**src/rtl/spi_controller.sv**
```systemverilog
// spi_controller: SPI mode-0 initiator. Turns single-cycle register commands
// into 16-bit frames {write, addr[6:0], data[7:0]}, sent MSB first, and
// captures CIPO during the data byte of read frames.
//
// Ports:
//   clk, rst_n           clock, asynchronous active-low reset
//   cmd_valid/cmd_ready  command handshake (ready only while idle)
//   cmd_write/addr/wdata command fields (wdata is sent as 0x00 on reads)
//   rsp_valid            one-cycle pulse on the first cycle after nCS rises
//   rsp_rdata            CIPO byte from the last read frame
//   busy                 frame in progress (inverse of cmd_ready)
//   SCLK, nCS, COPI      serial outputs, all driven directly from flops
//   CIPO                 serial input
//
// Timing notes:
//   SETUP    nCS low, SCLK low, COPI = bit 15, for CS_SETUP cycles.
//   HIGH/LOW CLK_DIV cycles each, once per bit plus EXTRA_EDGES trailing
//            pulses. COPI advances on entry to LOW, so it never moves while
//            SCLK is high. Trailing pulses carry zeros shifted in behind
//            bit 0.
//   HOLD     CS_HOLD cycles with SCLK low before nCS rises.
//   GAP      IDLE_GAP cycles with nCS high, then back to IDLE.
//   CS_HOLD and IDLE_GAP must be at least 1.
module spi_controller #(
  parameter int unsigned CLK_DIV     = 4,
  parameter int unsigned CS_SETUP    = 4,
  parameter int unsigned CS_HOLD     = 4,
  parameter int unsigned IDLE_GAP    = 4,
  parameter int unsigned EXTRA_EDGES = 1
) (
  input  logic       clk,
  input  logic       rst_n,
  input  logic       cmd_valid,
  output logic       cmd_ready,
  input  logic       cmd_write,
  input  logic [6:0] cmd_addr,
  input  logic [7:0] cmd_wdata,
  output logic       rsp_valid,
  output logic [7:0] rsp_rdata,
  output logic       busy,
  output logic       SCLK,
  output logic       nCS,
  output logic       COPI,
  input  logic       CIPO
);

  typedef enum logic [2:0] {
    S_IDLE, S_SETUP, S_HIGH, S_LOW, S_HOLD, S_GAP
  } state_t;

  localparam logic [4:0] LAST_BIT = 5'(15 + EXTRA_EDGES);
  localparam logic [7:0] SETUP_LD = 8'(CS_SETUP - 1);
  localparam logic [7:0] DIV_LD   = 8'(CLK_DIV - 1);
  localparam logic [7:0] HOLD_LD  = 8'(CS_HOLD - 1);
  localparam logic [7:0] GAP_LD   = 8'(IDLE_GAP - 1);

  state_t      state, state_n;
  logic [7:0]  ph, ph_n;          // phase counter: counts down, reloaded on each state change
  logic [4:0]  bit_cnt, bit_n;    // SCLK pulse index within the frame
  logic [15:0] sh, sh_n;          // outgoing frame; sh[15] is the bit on the wire
  logic [7:0]  rx, rx_n;          // incoming data byte, copied out at frame end
  logic        is_read, rd_n;
  logic        sclk_n, ncs_n, copi_n, rv_n;
  logic [7:0]  rdata_n;
  logic        ph_done;

  assign ph_done   = (ph == 8'd0);
  assign cmd_ready = (state == S_IDLE);
  assign busy      = ~cmd_ready;

  always_ff @(posedge clk or negedge rst_n) begin
    if (!rst_n) begin
      state     <= S_IDLE;
      ph        <= 8'd0;
      bit_cnt   <= 5'd0;
      sh        <= 16'h0000;
      rx        <= 8'h00;
      is_read   <= 1'b0;
      SCLK      <= 1'b0;
      nCS       <= 1'b1;
      COPI      <= 1'b0;
      rsp_valid <= 1'b0;
      rsp_rdata <= 8'h00;
    end else begin
      state     <= state_n;
      ph        <= ph_n;
      bit_cnt   <= bit_n;
      sh        <= sh_n;
      rx        <= rx_n;
      is_read   <= rd_n;
      SCLK      <= sclk_n;
      nCS       <= ncs_n;
      COPI      <= copi_n;
      rsp_valid <= rv_n;
      rsp_rdata <= rdata_n;
    end
  end

  always_comb begin
    state_n = state;
    ph_n    = ph_done ? 8'd0 : ph - 8'd1;
    bit_n   = bit_cnt;
    sh_n    = sh;
    rx_n    = rx;
    rd_n    = is_read;
    sclk_n  = SCLK;
    ncs_n   = nCS;
    copi_n  = COPI;
    rv_n    = 1'b0;
    rdata_n = rsp_rdata;
    case (state)
      S_IDLE: begin
        if (cmd_valid) begin
          state_n = S_SETUP;
          ph_n    = SETUP_LD;
          bit_n   = 5'd0;
          sh_n    = {cmd_write, cmd_addr, cmd_write ? cmd_wdata : 8'h00};
          rd_n    = ~cmd_write;
          ncs_n   = 1'b0;
          sclk_n  = 1'b0;
          copi_n  = cmd_write;   // frame bit 15
        end
      end
      S_SETUP: begin
        if (ph_done) begin
          state_n = S_HIGH;
          ph_n    = DIV_LD;
          sclk_n  = 1'b1;
        end
      end
      S_HIGH: begin
        if (ph_done) begin
          state_n = S_LOW;
          ph_n    = DIV_LD;
          sclk_n  = 1'b0;
          sh_n    = {sh[14:0], 1'b0};
          copi_n  = sh[14];
          // last HIGH cycle of pulses 8..15 carries data bits 7..0
          if (is_read && bit_cnt >= 5'd8 && bit_cnt <= 5'd15)
            rx_n = {rx[6:0], CIPO};
        end
      end
      S_LOW: begin
        if (ph_done) begin
          if (bit_cnt == LAST_BIT) begin
            state_n = S_HOLD;
            ph_n    = HOLD_LD;
          end else begin
            state_n = S_HIGH;
            ph_n    = DIV_LD;
            bit_n   = bit_cnt + 5'd1;
            sclk_n  = 1'b1;
          end
        end
      end
      S_HOLD: begin
        if (ph_done) begin
          state_n = S_GAP;
          ph_n    = GAP_LD;
          ncs_n   = 1'b1;
          copi_n  = 1'b0;
          rv_n    = 1'b1;
          if (is_read) rdata_n = rx;
        end
      end
      S_GAP: begin
        if (ph_done) state_n = S_IDLE;
      end
      default: state_n = S_IDLE;
    endcase
  end

endmodule

```
**config.mk**
```make
export PLATFORM = sky130hd
export DESIGN_NAME = spi_controller
export DESIGN_NICKNAME = d
export VERILOG_FILES = /design/src/rtl/spi_controller.sv
export SDC_FILE = /design/constraint.sdc
export NUM_CORES = 1
export LEC_CHECK = 0
export ABC_AREA = 1
export BUFFER_PORTS_ARGS = -buffer_cell sky130_fd_sc_hd__buf_2
export CAP_MARGIN = 20
export CORE_ASPECT_RATIO = 1.5
export CORE_MARGIN = 3
export CORE_UTILIZATION = 30
export CTS_CLUSTER_DIAMETER = 30
export DETAILED_ROUTE_END_ITERATION = 10
export GPL_TIMING_DRIVEN = 0
export PLACE_DENSITY = 0.56
export SYNTH_ARGS = -nofsm -noshare
export SYNTH_HDL_FRONTEND = slang
export SYNTH_SLANG_ARGS = --single-unit
```
**constraint.sdc**
```tcl
create_clock -name clk -period 1.9 [get_ports clk]
set_clock_uncertainty 0.1 [all_clocks]
set_input_delay 0.19 -clock clk [delete_from_list [all_inputs] [get_ports clk]]
set_output_delay 0.19 -clock clk [all_outputs]
set_load 0.02 [all_outputs]
```
Word-level counts from Yosys, hierarchy flattened
Index checks and enable logic that the tools add are counted.
{"block": "totals", "register_bits": 52}
{"block": "classes", "n_addsub": 2, "order_cmp": 2, "n_eq_ne": 13, "n_mux": 32, "n_bitwise": 2, "reduce_logical": 19}
{"cell": "8-bit two-way mux", "n": 4}
{"cell": "15-bit two-way mux", "n": 2}
{"cell": "15-bit case mux with 2 select lines", "n": 1}
{"cell": "3-bit two-way mux", "n": 7}
{"cell": "3-bit case mux with 6 select lines", "n": 1}
{"cell": "8-bit case mux with 2 select lines", "n": 1}
{"cell": "5-bit two-way mux", "n": 3}
{"cell": "2-bit != test, second input constant", "n": 7}
{"cell": "3-bit AND reduction", "n": 4}
{"cell": "6-bit AND reduction", "n": 2}
{"cell": "5-bit case mux with 2 select lines", "n": 1}
{"cell": "1-bit two-way mux", "n": 9}
{"cell": "8-bit logical NOT", "n": 1}
{"cell": "4-bit AND reduction", "n": 2}
{"cell": "8-bit by 1-bit subtractor with 8-bit output, second input constant", "n": 1}
{"cell": "3-bit by 2-bit equality test with 1-bit output, second input constant", "n": 2}
{"cell": "3-bit equality test, second input constant", "n": 2}
{"cell": "2-bit nonzero test", "n": 3}
{"cell": "5-bit by 1-bit adder with 5-bit output, second input constant", "n": 1}
{"cell": "5-bit equality test, second input constant", "n": 1}
{"cell": "5-bit by 4-bit >= comparator with 1-bit output, second input constant", "n": 1}
{"cell": "5-bit by 4-bit <= comparator with 1-bit output, second input constant", "n": 1}
{"cell": "1-bit case mux with 4 select lines", "n": 1}
{"cell": "4-bit nonzero test", "n": 1}
{"cell": "9 further kinds", "n": 11}

Logic depth before layout (Yosys ltp)
{"block": "logic_depth", "word_depth": 4, "depth_mapped": 10, "depth_no_buf": 10}

Worst setup path before layout
Ideal clock, no wire load.
{"block": "synth_path", "path_kind": "register to register", "from": "register bit_cnt[0]", "to": "register rx[0]", "setup_ns": 0.066, "arrival_ns": 1.386, "required_time_ns": 1.734, "slack_ns": 0.349, "path_stages_with_launch": 10, "n_path_buf": 1, "synth_period_minus_slack_ns": 1.551, "path_cell_list": "dfrtp_1 ha_1 nand2_1 nor2_1 ha_1 a21o_1 clkbuf_2 nand2_4 nand2_1 nand2_1"}
{"block": "synth_via", "elab_chain_len": 4}
{"item": "start: declaration", "line_no": "59", "source": "logic [4:0] bit_cnt, bit_n;"}
{"item": "start signal: assignment", "line_no": "87", "source": "bit_cnt <= bit_n;"}
{"item": "5-bit by 4-bit >= comparator with 1-bit output", "line_no": "139", "source": "if (is_read && bit_cnt >= 5'd8 && bit_cnt <= 5'd15)"}
{"item": "1-bit logical AND", "line_no": "139"}
{"item": "1-bit logical AND (*)", "line_no": "139"}
{"item": "3-bit AND reduction (no source line) (*)"}
{"item": "end signal: assignment", "line_no": "89", "source": "rx <= rx_n;"}
{"item": "end: declaration", "line_no": "61", "source": "logic [7:0] rx, rx_n;"}
Every way passes the cells marked *; elsewhere a longest branch is shown, timed or not.
A chain may end at the register's enable or synchronous reset.

Worst setup path after layout
{"block": "layout_path", "from": "register bit_cnt[0]", "to": "register rx[1]"}
Same word-level chain as after synthesis.

==> impl_metrics.ini <==
[floorplanning]
io_pins = 34
die_h_um = 125
coreArea_um2 = 8990
die_x_um = 85.2
start_util = 0.314
die_area_um2 = 10600
rows = 42

[flow_run]
maxCapViolations = 0

[global_route]
overflow = 0
grt_pass1_vias = 2180
gr-max-usage-layer = met2
antenna_found_initial = 0
grt.met3_usage = 0.0225
grt_pass1_wl_um = 10000
grt_max_degree = 33
groute.usage.overall = 0.114
gr-usage-met1 = 0.142
met2_usage = 0.195

[synth]
synth_cells = 340
synth_seq_cells = 52
synth_compound_area_frac = 0.0852
syn-num-nets = 365
yosysWarnings = 0
synth-edff-count = 0
seq_area_frac_synth = 0.462
avgSynthCellArea_um2 = 8.29
yosysMostFrequentCell = nand2_1
synth_cell_type_count = 32
synthAdderAreaFrac = 0.0222
syn_area_um2 = 2820
synth-main-ff-cell = dfrtp_1
yosys.area_share.simple = 0.327
synth_top_area_frac = 0.453
synth_top_family_by_area = simple AND/OR/NAND/NOR gates
yosys.area.top_type = dfrtp_1
yosys-top-cells-count = nand2_1, dfrtp_1, inv_1
synth.area.mux_share = 0
async_flop_share = 1.00
synthTopCellsByArea = dfrtp_1, nand2_1, nand3_1
synth_xor_area_frac = 0.0155

[clocking]
cts.sinks = 52
cts-resized-gates = 0
cts_buffer_depth = 2
hold_buffers = 1
clkLatencyLatePin_ns = 0.29
cts_max_level = 2
cts_root_buf = clkbuf_16
clk_pin_slew_worst_paths_ns = 0.07
cts_setup_buffers = 0
cts_buffers = 5
cts_tree = done

[pwr]
swShare = 0.385
fin_total_pwr_mw = 3.94
p_comb_frac = 0.385
pwr-share-seq = 0.382
irDropWorstVdd_mv = 0.499
p_per_area_nw_per_um2 = 1200
power.switching_mw = 1.52
p_leak_nw = 1.76
pwr-share-clk = 0.234
p_int_mw = 2.42

[sta]
setup_ws_ns = 0.164
hold_viol = 0
fin_crit_sh = 0.914
worst_pin_slew_ns = 0.527
holdWs_ns = 0.0445
finalSetupViolations = 0
max_freq_mhz = 576
post-route-min-period_ns = 1.74
slew_viol_final = 0
rsz0062_at_grt = no
relSlewSlack = 0.648
fin_setup_tns_ns = 0

[final_layout]
layout-drive-gt1-share = 0.223
area_delta_synth_final_pct = 16.9
finalNonFillerCells = 491
fillers = 928
design.final.nets = 406
utilization = 0.367
design_area_um2 = 3300
antenna_cells = 0

[drt]
drt.antenna.violating_nets = 0
avgRoutedWirePerCell_um = 11.9
firstDrtPassIters = 6
wirelength_um = 5820
vias = 2282
drc = 0
vias_per_cell = 4.65
initialDrtViolationCount = 146

[worst_setup_path]
r2r_setup_slack_ns = 0.16
worst-path-max-fanout = 9
arrival_ns = 1.86
critPathLaunchType = flop
crit_type = flop to flop
endpoint_kind = flop
cp.required_ns = 2.03

[placed_design]
routabilityCongestion = 0.852
hpwl_um = 4380
placedCellCount = 483
place_area_um2 = 3140
place_worst_setup_slack_ns = 0.198
portBuffers = 32

[status]
outcome = finished clean

[worst_hold_path]
hold_class = input pin to flop
[worst max-delay path, stage by stage (launching register included)]
cell      delay, ns
dfrtp_1        0.43
ha_1           0.24
nand2_1        0.10
nor2_1         0.05
ha_1           0.17
a21o_1         0.14
clkbuf_2       0.18
nand2_4        0.14
nand2_1        0.06
nand2_1        0.06
[power by group through the flow]
stage	Sequential, mW	Combinational, mW	Clock (mW)
global placement	1.52	1.50	0
detailed placement	1.52	1.53	0
global route	1.54	1.72	0.995
floorplan	1.52	1.17	0
CTS	1.50	1.54	0.949
finish	1.50	1.52	0.920
[placed cells by master (no fill, tap or decap), types with 6 or more instances in the layout]
cell type,count
nand3_1,34
nand2_1,99
o21ai_2,6
nor2_1,20
inv_1,36
dfrtp_1,51
nand2_4,7
nand4_1,6
o21ai_1,8
buf_2,34
o21ai_0,23
[metal layers]
layer  wire length (um)  share of wire
met2               2950           0.51
met4                144          0.025
met1               2470           0.42
met3                259          0.044
met5                  0              0
[area by class of cell]
class / instances / area (um^2) / share of cell area
tap: 110 / 138 / 0.0418
multi-input combinational: 236 / 1270 / 0.385
buffer: 11 / 86.3 / 0.0262
inverter: 41 / 163 / 0.0494
sequential: 52 / 1300 / 0.395
clock buffer: 6 / 139 / 0.0421
timing repair buffer: 34 / 190 / 0.0577
clock inverter: 1 / 8.76 / 0.00266
[path summary, 6_finish.rpt]
check | start | end | cells after the start
min in group asynchronous | rst_n | sh[4] | 2
min | CIPO | rx[0] | 3
max reg2reg | bit_cnt[0] | rx[1] | 9
min reg2reg | rsp_rdata[5] | rsp_rdata[5] | 2
max in group asynchronous | rst_n | nCS | 3
max | bit_cnt[0] | rx[1] | 9
[logic make-up after synthesis]
family / Yosys count
compound gates: 42
xor+xnor: 5
fa+ha+maj: 5
buf+inv: 52
flops: 52
simple gates: 184
[flip-flops by register name, summed over array words and instances (netlist names)]
signal     cells
is_read        1
rsp_valid      1
state          3
nCS            1
COPI           1
rx             8
bit_cnt        5
rsp_rdata      8
sh            15
ph             8
SCLK           1
(Power assumes the default switching activity.)
